==> src/rtl/draw_scheduler.sv <==
// Draw-job scheduler: turns cursor/toggle/playhead requests into per-cell draw-engine commands.
// Optional power-up clear of the whole grid when DRAW_SCHED_CLEAR_EN is defined.
module draw_scheduler #(
  parameter int GRID_SIZE = 12
) (
  input  logic       CLOCK_50,
  input  logic       nReset,
  input  logic       cur_req,
  input  logic [3:0] cur_x,
  input  logic [3:0] cur_y,
  input  logic       tog_req,
  input  logic [3:0] tog_x,
  input  logic [3:0] tog_y,
  input  logic       play_req,
  input  logic [3:0] play_col,
  output logic       cur_ack,
  output logic       tog_ack,
  output logic       play_ack,
  output logic [3:0] rd_x,
  output logic [3:0] rd_y,
  input  logic       rd_state,
  output logic       draw_start,
  output logic [3:0] draw_x,
  output logic [3:0] draw_y,
  output logic [2:0] draw_style,
  input  logic       draw_busy,
  output logic       sched_busy
);

  localparam logic [3:0] GSZ  = 4'(GRID_SIZE);
  localparam logic [3:0] LAST = 4'(GRID_SIZE - 1);

  typedef enum logic [1:0] {IDLE, ISSUE, WAIT} state_t;
  typedef enum logic [1:0] {WALK_CELL, WALK_COL, WALK_RASTER} walk_t;

  state_t     state;
  walk_t      walk;
  logic [3:0] cell_x, cell_y;
  logic       nxt_vld, nxt_col;
  logic [3:0] nxt_x, nxt_y;
  logic [3:0] cur_cx, cur_cy;
  logic [3:0] play_q;
  logic       walk_done;
  logic       cur_ok, tog_ok, play_ok;
`ifdef DRAW_SCHED_CLEAR_EN
  logic       clr_pend;
`endif

  assign rd_x = cell_x;
  assign rd_y = cell_y;

  assign cur_ok  = (cur_x < GSZ) && (cur_y < GSZ);
  assign tog_ok  = (tog_x < GSZ) && (tog_y < GSZ);
  assign play_ok = (play_col < GSZ);

  // Last cell of the current walk segment
  always_comb begin
    walk_done = 1'b1;
    case (walk)
      WALK_CELL:   walk_done = 1'b1;
      WALK_COL:    walk_done = (cell_y == LAST);
      WALK_RASTER: walk_done = (cell_x == LAST) && (cell_y == LAST);
      default:     walk_done = 1'b1;
    endcase
  end

  always_ff @(posedge CLOCK_50 or negedge nReset) begin
    if (!nReset) begin
      state      <= IDLE;
      walk       <= WALK_CELL;
      cell_x     <= 4'd0;
      cell_y     <= 4'd0;
      nxt_vld    <= 1'b0;
      nxt_col    <= 1'b0;
      nxt_x      <= 4'd0;
      nxt_y      <= 4'd0;
      cur_cx     <= 4'd0;
      cur_cy     <= 4'd0;
      play_q     <= GSZ;
      cur_ack    <= 1'b0;
      tog_ack    <= 1'b0;
      play_ack   <= 1'b0;
      draw_start <= 1'b0;
      draw_x     <= 4'd0;
      draw_y     <= 4'd0;
      draw_style <= 3'd0;
      sched_busy <= 1'b0;
`ifdef DRAW_SCHED_CLEAR_EN
      clr_pend   <= 1'b1;
`endif
    end else begin
      cur_ack    <= 1'b0;
      tog_ack    <= 1'b0;
      play_ack   <= 1'b0;
      draw_start <= 1'b0;
      case (state)
        IDLE: begin
`ifdef DRAW_SCHED_CLEAR_EN
          if (clr_pend) begin
            clr_pend   <= 1'b0;
            walk       <= WALK_RASTER;
            cell_x     <= 4'd0;
            cell_y     <= 4'd0;
            nxt_vld    <= 1'b0;
            state      <= ISSUE;
            sched_busy <= 1'b1;
          end else
`endif
          if (cur_req) begin
            cur_ack <= 1'b1;
            if (cur_ok) begin
              // Old cursor cell first, restyled against the new cursor
              cur_cx     <= cur_x;
              cur_cy     <= cur_y;
              cell_x     <= cur_cx;
              cell_y     <= cur_cy;
              walk       <= WALK_CELL;
              nxt_vld    <= (cur_x != cur_cx) || (cur_y != cur_cy);
              nxt_col    <= 1'b0;
              nxt_x      <= cur_x;
              nxt_y      <= cur_y;
              state      <= ISSUE;
              sched_busy <= 1'b1;
            end
          end else if (tog_req) begin
            tog_ack <= 1'b1;
            if (tog_ok) begin
              cell_x     <= tog_x;
              cell_y     <= tog_y;
              walk       <= WALK_CELL;
              nxt_vld    <= 1'b0;
              state      <= ISSUE;
              sched_busy <= 1'b1;
            end
          end else if (play_req) begin
            play_ack <= 1'b1;
            if (play_ok) begin
              play_q     <= play_col;
              walk       <= WALK_COL;
              cell_y     <= 4'd0;
              nxt_col    <= 1'b1;
              nxt_x      <= play_col;
              nxt_y      <= 4'd0;
              state      <= ISSUE;
              sched_busy <= 1'b1;
              if ((play_q < GSZ) && (play_q != play_col)) begin
                cell_x  <= play_q;
                nxt_vld <= 1'b1;
              end else begin
                cell_x  <= play_col;
                nxt_vld <= 1'b0;
              end
            end
          end
        end

        ISSUE: begin
          if (!draw_busy) begin
            draw_start <= 1'b1;
            draw_x     <= cell_x;
            draw_y     <= cell_y;
            draw_style <= {(cell_x == cur_cx) && (cell_y == cur_cy),
                           (cell_x == play_q), rd_state};
            state      <= WAIT;
          end
        end

        WAIT: begin
          // Engine busy is not yet valid while draw_start is still high
          if (!draw_start && !draw_busy) begin
            if (!walk_done) begin
              state <= ISSUE;
              if (walk == WALK_RASTER && cell_x == LAST) begin
                cell_x <= 4'd0;
                cell_y <= cell_y + 4'd1;
              end else if (walk == WALK_RASTER) begin
                cell_x <= cell_x + 4'd1;
              end else begin
                cell_y <= cell_y + 4'd1;
              end
            end else if (nxt_vld) begin
              state   <= ISSUE;
              nxt_vld <= 1'b0;
              cell_x  <= nxt_x;
              cell_y  <= nxt_col ? 4'd0 : nxt_y;
              walk    <= nxt_col ? WALK_COL : WALK_CELL;
            end else begin
              state      <= IDLE;
              sched_busy <= 1'b0;
            end
          end
        end

        default: begin
          state      <= IDLE;
          sched_busy <= 1'b0;
        end
      endcase
    end
  end

endmodule

==> config.mk <==
export PLATFORM = sky130hd
export DESIGN_NAME = draw_scheduler
export DESIGN_NICKNAME = d
export VERILOG_FILES = /design/src/rtl/draw_scheduler.sv
export SDC_FILE = /design/constraint.sdc
export NUM_CORES = 1
export LEC_CHECK = 0
export BUFFER_PORTS_ARGS = -buffer_cell sky130_fd_sc_hd__buf_2
export CAP_MARGIN = 20
export CORE_MARGIN = 5
export CORE_UTILIZATION = 55
export CTS_CLUSTER_SIZE = 30
export DETAILED_ROUTE_END_ITERATION = 8
export PLACE_DENSITY = 0.8
export SLEW_MARGIN = 10
export SYNTH_ARGS = -nofsm -noshare
export SYNTH_HDL_FRONTEND = slang
export SYNTH_SLANG_ARGS = --single-unit
export TNS_END_PERCENT = 10
==> constraint.sdc <==
create_clock -name CLOCK_50 -period 2.1 [get_ports CLOCK_50]
set_input_delay 0.105 -clock CLOCK_50 [delete_from_list [all_inputs] [get_ports CLOCK_50]]
set_output_delay 0.105 -clock CLOCK_50 [all_outputs]
set_load 0.02 [all_outputs]
# Word-level counts from Yosys, hierarchy flattened
# Cells that the tools add are included.
[op_classes]
addsub = 2
order_cmp = 6
eq_ne = 26
n_mux = 89
n_bitwise = 4
n_reduce_logical = 24
[op_table]
columns = ["op", "count"]
rows = [
  ["2-to-1 mux 4 bit", 32],
  ["2-to-1 mux 1 bit", 35],
  ["AND reduction 8 bit", 4],
  ["2-to-1 mux 2 bit", 15],
  ["less-than comparator 4 bit, second input constant", 6],
  ["inequality test 4 bit, second input constant", 5],
  ["one-hot mux 4 bit (2 select lines)", 2],
  ["equality test 4 bit", 3],
  ["inequality test 2 bit, second input constant", 6],
  ["inequality test 4 bit", 3],
  ["AND reduction 5 bit", 2],
  ["adder 4 x 1 -> 4 bit, second input constant", 2],
  ["equality test 4 bit, second input constant", 2],
  ["logical AND 1 bit", 7],
  ["AND reduction 7 bit", 1],
  ["inequality test 3 bit, second input constant", 2],
  ["one-hot mux 2 bit (3 select lines)", 1],
  ["AND reduction 6 bit", 1],
  ["nonzero test 2 bit", 3],
  ["equality test 2 x 1 -> 1 bit, second input constant", 2],
  ["equality test 2 bit, second input constant", 2],
  ["NOT 1 bit", 4],
  ["one-hot mux 1 bit (2 select lines)", 2],
  ["one-hot mux 2 bit (2 select lines)", 1],
  ["other kinds (7)", 8],
]
[totals]
register_bits = 50
elab_cells = 170

# Depth between registers and ports, before layout
[logic_depth]
word_depth = 8
depth_mapped = 7

# Least setup slack after synthesis
# OpenSTA, ideal clock, no wires.
[synth_timing]
path_type = "register -> register"
startpoint = "register cell_y[1], in the netlist rd_y[1]"
endpoint = "register cell_y[1], in the netlist rd_y[1]"
setup_ps = 125
arrival_ps = 1743
t_required_ps = 1975
path_slack_ps = 232
path_stages_with_launch = 8
path_cell_list = "dfrtp_1 > ha_1 > nand3b_1 > a21oi_1 > o21ai_0 > and2_1 > buf_6 > mux2_4"
[synth_between]
elab_chain_len = 6
[synth_lines]
columns = ["element", "line_no", "rtl"]
rows = [
  ["start: declaration", "38", "logic [3:0] cell_x, cell_y;"],
  ["start signal: assignment", "116", "cell_y <= cur_cy;"],
  ["start signal: assignment", "129", "cell_y <= tog_y;"],
  ["start signal: assignment", "175", "cell_y <= cell_y + 4'd1;"],
  ["adder 4 x 1 -> 4 bit or equality test 4 bit (tied branches)", "n/a", ""],
  ["2-to-1 mux 4 bit or logical AND 1 bit (tied branches)", "176, 62", ""],
  ["2-to-1 mux 4 bit or one-hot mux 1 bit (2 select lines) (tied branches)", "173, 59", ""],
  ["2-to-1 mux 4 bit", "171", "if (!walk_done) begin"],
  ["2-to-1 mux 4 bit", "170", "if (!draw_start && !draw_busy) begin"],
  ["one-hot mux 4 bit (2 select lines)", "96", "case (state)"],
]
# Parallel ways exist; a longest one is shown, timed or not. The select of a mux whose other input is x is not followed.
# A chain may end at the register's enable or synchronous reset.

# Worst setup path after layout
[layout_timing]
startpoint = "register state[1]"
endpoint = "register cell_x[2], in the netlist rd_x[2]"
[layout_between]
elab_chain_len = 3
[layout_lines]
columns = ["element", "line_no", "rtl"]
rows = [
  ["start: declaration", "36", "state_t state;"],
  ["start signal: assignment", "69", "state <= IDLE;"],
  ["start signal: assignment", "122", "state <= ISSUE;"],
  ["start signal: assignment", "132", "state <= ISSUE;"],
  ["equality test 2 bit or logical NOT 2 bit (tied branches)", "96", ""],
  ["inequality test 4 bit (no source line), or another cell as far along", "n/a", ""],
  ["AND reduction 8 bit (no source line)", "n/a", ""],
  ["end signal: assignment", "115", "cell_x <= cur_cx;"],
  ["end signal: assignment", "128", "cell_x <= tog_x;"],
  ["end signal: assignment", "147", "cell_x <= play_q;"],
  ["end: declaration", "38", ""],
]
# Parallel ways exist; a longest one is shown, timed or not.

==> flow_summary_export.csv <==
group,metric,value,unit
outcome,outcome,"complete, no violations",
detailed_routing,drc,0,
timing,skew,0.00768,ns
yosys,synth_seq_cells,49,
critical_path,critPathMaxStageDelay,0.55,ns
detailed_routing,drtIter0Drc,199,
yosys,synthesis.nets,322,
clocking,post-cts-setup-buffer-count,0,
detailed_routing,first_pass_iters,4,
clocking,clkLatencyLatePin,0.30,ns
die,die-area,6380,µm²
power,power,0.00456,W
critical_path,arrival,2.18,ns
placement,gp_congestion,0.914,
clocking,clockRootBuffer,"clkbuf_8",
final_layout,fillers,411,
die,top_level_ports,51,
final_layout,register_area,1230,µm²
critical_path,crit_slowest_cell,"or4_4",
timing,fmax,0.501,GHz
timing,fin_crit_sh,95.0,%
final_layout,layout-drive-gt1-share,22.1,%
yosys,ys_warn_count,0,
final_layout,multiInputGateArea,1360,µm²
final_layout,diodes,0,
yosys,synth_area_per_cell,9.16,µm²
detailed_routing,wl_per_cell,16.2,µm
detailed_routing,antenna_left,0,
timing,final-setup-viol-count,0,
yosys,async_flop_share,100,%
critical_path,cp_cell_sequence,"or4_4 > o22ai_4 > nor3b_2 > nand2b_1 > mux2_1",
detailed_routing,num_vias,2359,
placement,dpl.hpwl,5290,µm
critical_path,required,2.28,ns
final_layout,final_cell_mix,"nand2_1 (72), buf_2 (50), dfrtp_1 (47)",
detailed_routing,routed_wl,6820,µm
yosys,syn_inst,293,
global_routing,grt_overflow,0,
yosys,synth-main-ff-cell,"dfrtp_1",
yosys,ys_seq_area_share,45.8,%
clocking,cts_tree,"done",
power,peakVddDrop,0.753,mV
critical_path,worst-setup-path-type,"reg2reg",
critical_path,endpoint_kind,"flip-flop",
global_routing,antenna_found_initial,0,
die,chipWidth,79.9,µm
global_routing,groute.usage.overall,22.9,%
critical_path,cp_max_fo,5,
clocking,cts_sinks,49,
yosys,synth_edf_count,0,
timing,min_period,2.00,ns
die,core_area,4720,µm²
job,cap_violations,0,
global_routing,grt_first_pass_wirelength,11200,µm
yosys,synth_area,2690,µm²
die,core.rowCount,25,
critical_path,cp.buffers_inverters,0,
power,p_per_area,1450,nW/µm²
clocking,clk_pin_slew,0.08,ns
clocking,post_cts_resized,0,
critical_path,start_kind,"flip-flop",
final_layout,fin_nets,381,
timing,finalSetupTns,0,ns
critical_path,path_delay_family,"simple AND/OR/NAND/NOR gates",
timing,slew-limit-headroom,58.6,%
timing,report.final.slew_viol_count,0,
detailed_routing,vias_per_cell,5.62,
timing,hold_viol_final,0,
clocking,cts.htree.levels,2,
placement,placement.io_buffers,50,
yosys,synth_cell_types,51,
clocking,cts_buffers,5,
die,initial_core_util,56.8,%
global_routing,grt_max_degree,50,
timing,grt_setup_unrepaired,"no",
power,power_leakage,1.55,nW
die,fp.dieH,79.9,µm
clocking,cts.path.max_buffers,2,
timing,tightest_slew,0.620,ns
min_path,hold_class,"in2reg",
final_layout,final_common_cell,"nand2_1",
final_layout,area_delta_synth_final,17.2,%
global_routing,grt_pass1_vias,2299,
[Yosys cell counts, types with 2 or more instances]
cell,n,area (µm²)
nand2_1,72,270
dfrtp_1,47,1180
xnor2_1,25,219
a21oi_1,20,100
nor2_1,13,48.8
inv_1,11,41.3
o21ai_0,10,50.1
clkbuf_1,7,26.3
nand4_1,7,43.8
mux2i_1,6,60.1
nand2b_1,6,37.5
nand3_1,5,25.0
mux2_1,4,45.0
nor2b_1,4,25.0
a22oi_1,3,22.5
a31oi_1,3,18.8
and3_1,3,18.8
mux2_2,3,33.8
mux2_4,3,45.0
a221oi_1,2,17.5
a22o_1,2,17.5
and2_1,2,12.5
buf_2,2,10.0
dfstp_2,2,52.6
ha_1,2,25.0
nor3_1,2,10.0
o211ai_1,2,15.0
o22a_1,2,17.5
[routing by layer]
metal  share of wire, %  routed length [µm]  GRT usage (%)  vias to the layer above
met5                  0                   0              0                        -
met4                2.3                 157           9.63                        0
met3                6.6                 448           4.18                       15
met2                 48                3240           37.2                       88
met1                 44                2970           30.0                     1135
li1                   -                   -              -                     1121
[cell type report]
type	instances	area share, %
tap	67	2.66
clock inverter	1	0.159
clock buffer	7	2.42
sequential	49	39.0
multi-input combinational	222	43.3
inverter	12	1.43
timing repair buffer	62	11.0
[path summary, 6_finish.rpt]
kind / from / endpoint / slack [ns] / cells after the start
worst min-delay path: cur_x[1] / cur_cx[1]$_DFFE_PN0P_ / 0.05 / 3
worst max-delay path: state[1]$_DFFE_PN0P_ / rd_x[2]$_DFFE_PN0P_ / 0.10 / 5
worst max register to register: state[1]$_DFFE_PN0P_ / rd_x[2]$_DFFE_PN0P_ / 0.10 / 5
min in group asynchronous: nReset / cur_ack$_DFF_PN0_ / 0.43 / 3
worst min register to register: draw_x[3]$_DFFE_PN0P_ / draw_x[3]$_DFFE_PN0P_ / 0.48 / 2
max in group asynchronous: nReset / rd_x[1]$_DFFE_PN0P_ / 1.25 / 3
[metrics by stage]
stage          hold slack (ns)  cell area (µm²)  std cells  setup WS, ns  utilization [%]
6_report                0.0543             3150        420         0.104             66.6
2_1_floorplan           -0.191             2690        293         0.232                -
4_1_cts                 0.0480             3150        420         0.110             66.6
3_5_place_dp             0.245             3050        410         0.130             64.5
3_3_place_gp             0.242             3050        410         0.209             64.5
5_1_grt                 0.0679             3150        420       0.00798             66.6
[sequential cells by signal, summed over array words and instances, names as in the netlist, 2 cells and up]
| register | cells |
|---|---|
| nxt_y | 4 |
| rd_x | 4 |
| draw_y | 4 |
| nxt_x | 4 |
| draw_x | 4 |
| cur_cx | 4 |
| cur_cy | 4 |
| play_q | 4 |
| draw_style | 3 |
| state | 2 |
| rd_y | 4 |
[power breakdown]
group | switching [W] | internal, W | leakage, nW
Combinational | 0.00118 | 0.000990 | 0.903
Clock | 0.000299 | 0.000234 | 0.0422
Sequential | 0.000491 | 0.00137 | 0.608
[cells by family after synthesis]
group                      after synthesis  synth area share (%)
xor gates and xnor gates                26                  8.48
adders and majority gates                2                 0.932
DFF                                     49                  45.8
muxes                                   16                  6.85
and+or+nand+nor                        122                  20.8
AOI/OAI and AO/OA                       56                  13.7
buffers and inverters                   22                  3.45
[worst register-to-register path, stage by stage, from the launching register on]
cell	delay, ns
dfrtp_1	0.43
or4_4	0.55
o22ai_4	0.22
nor3b_2	0.09
nand2b_1	0.23
mux2_1	0.37
[repair_timing]
item,CTS,global route
endpoints found under the hold margin,48,0
endpoints found under the setup margin,0,0
hold buffers,2,0
Power figures use the tool's default switching activity.
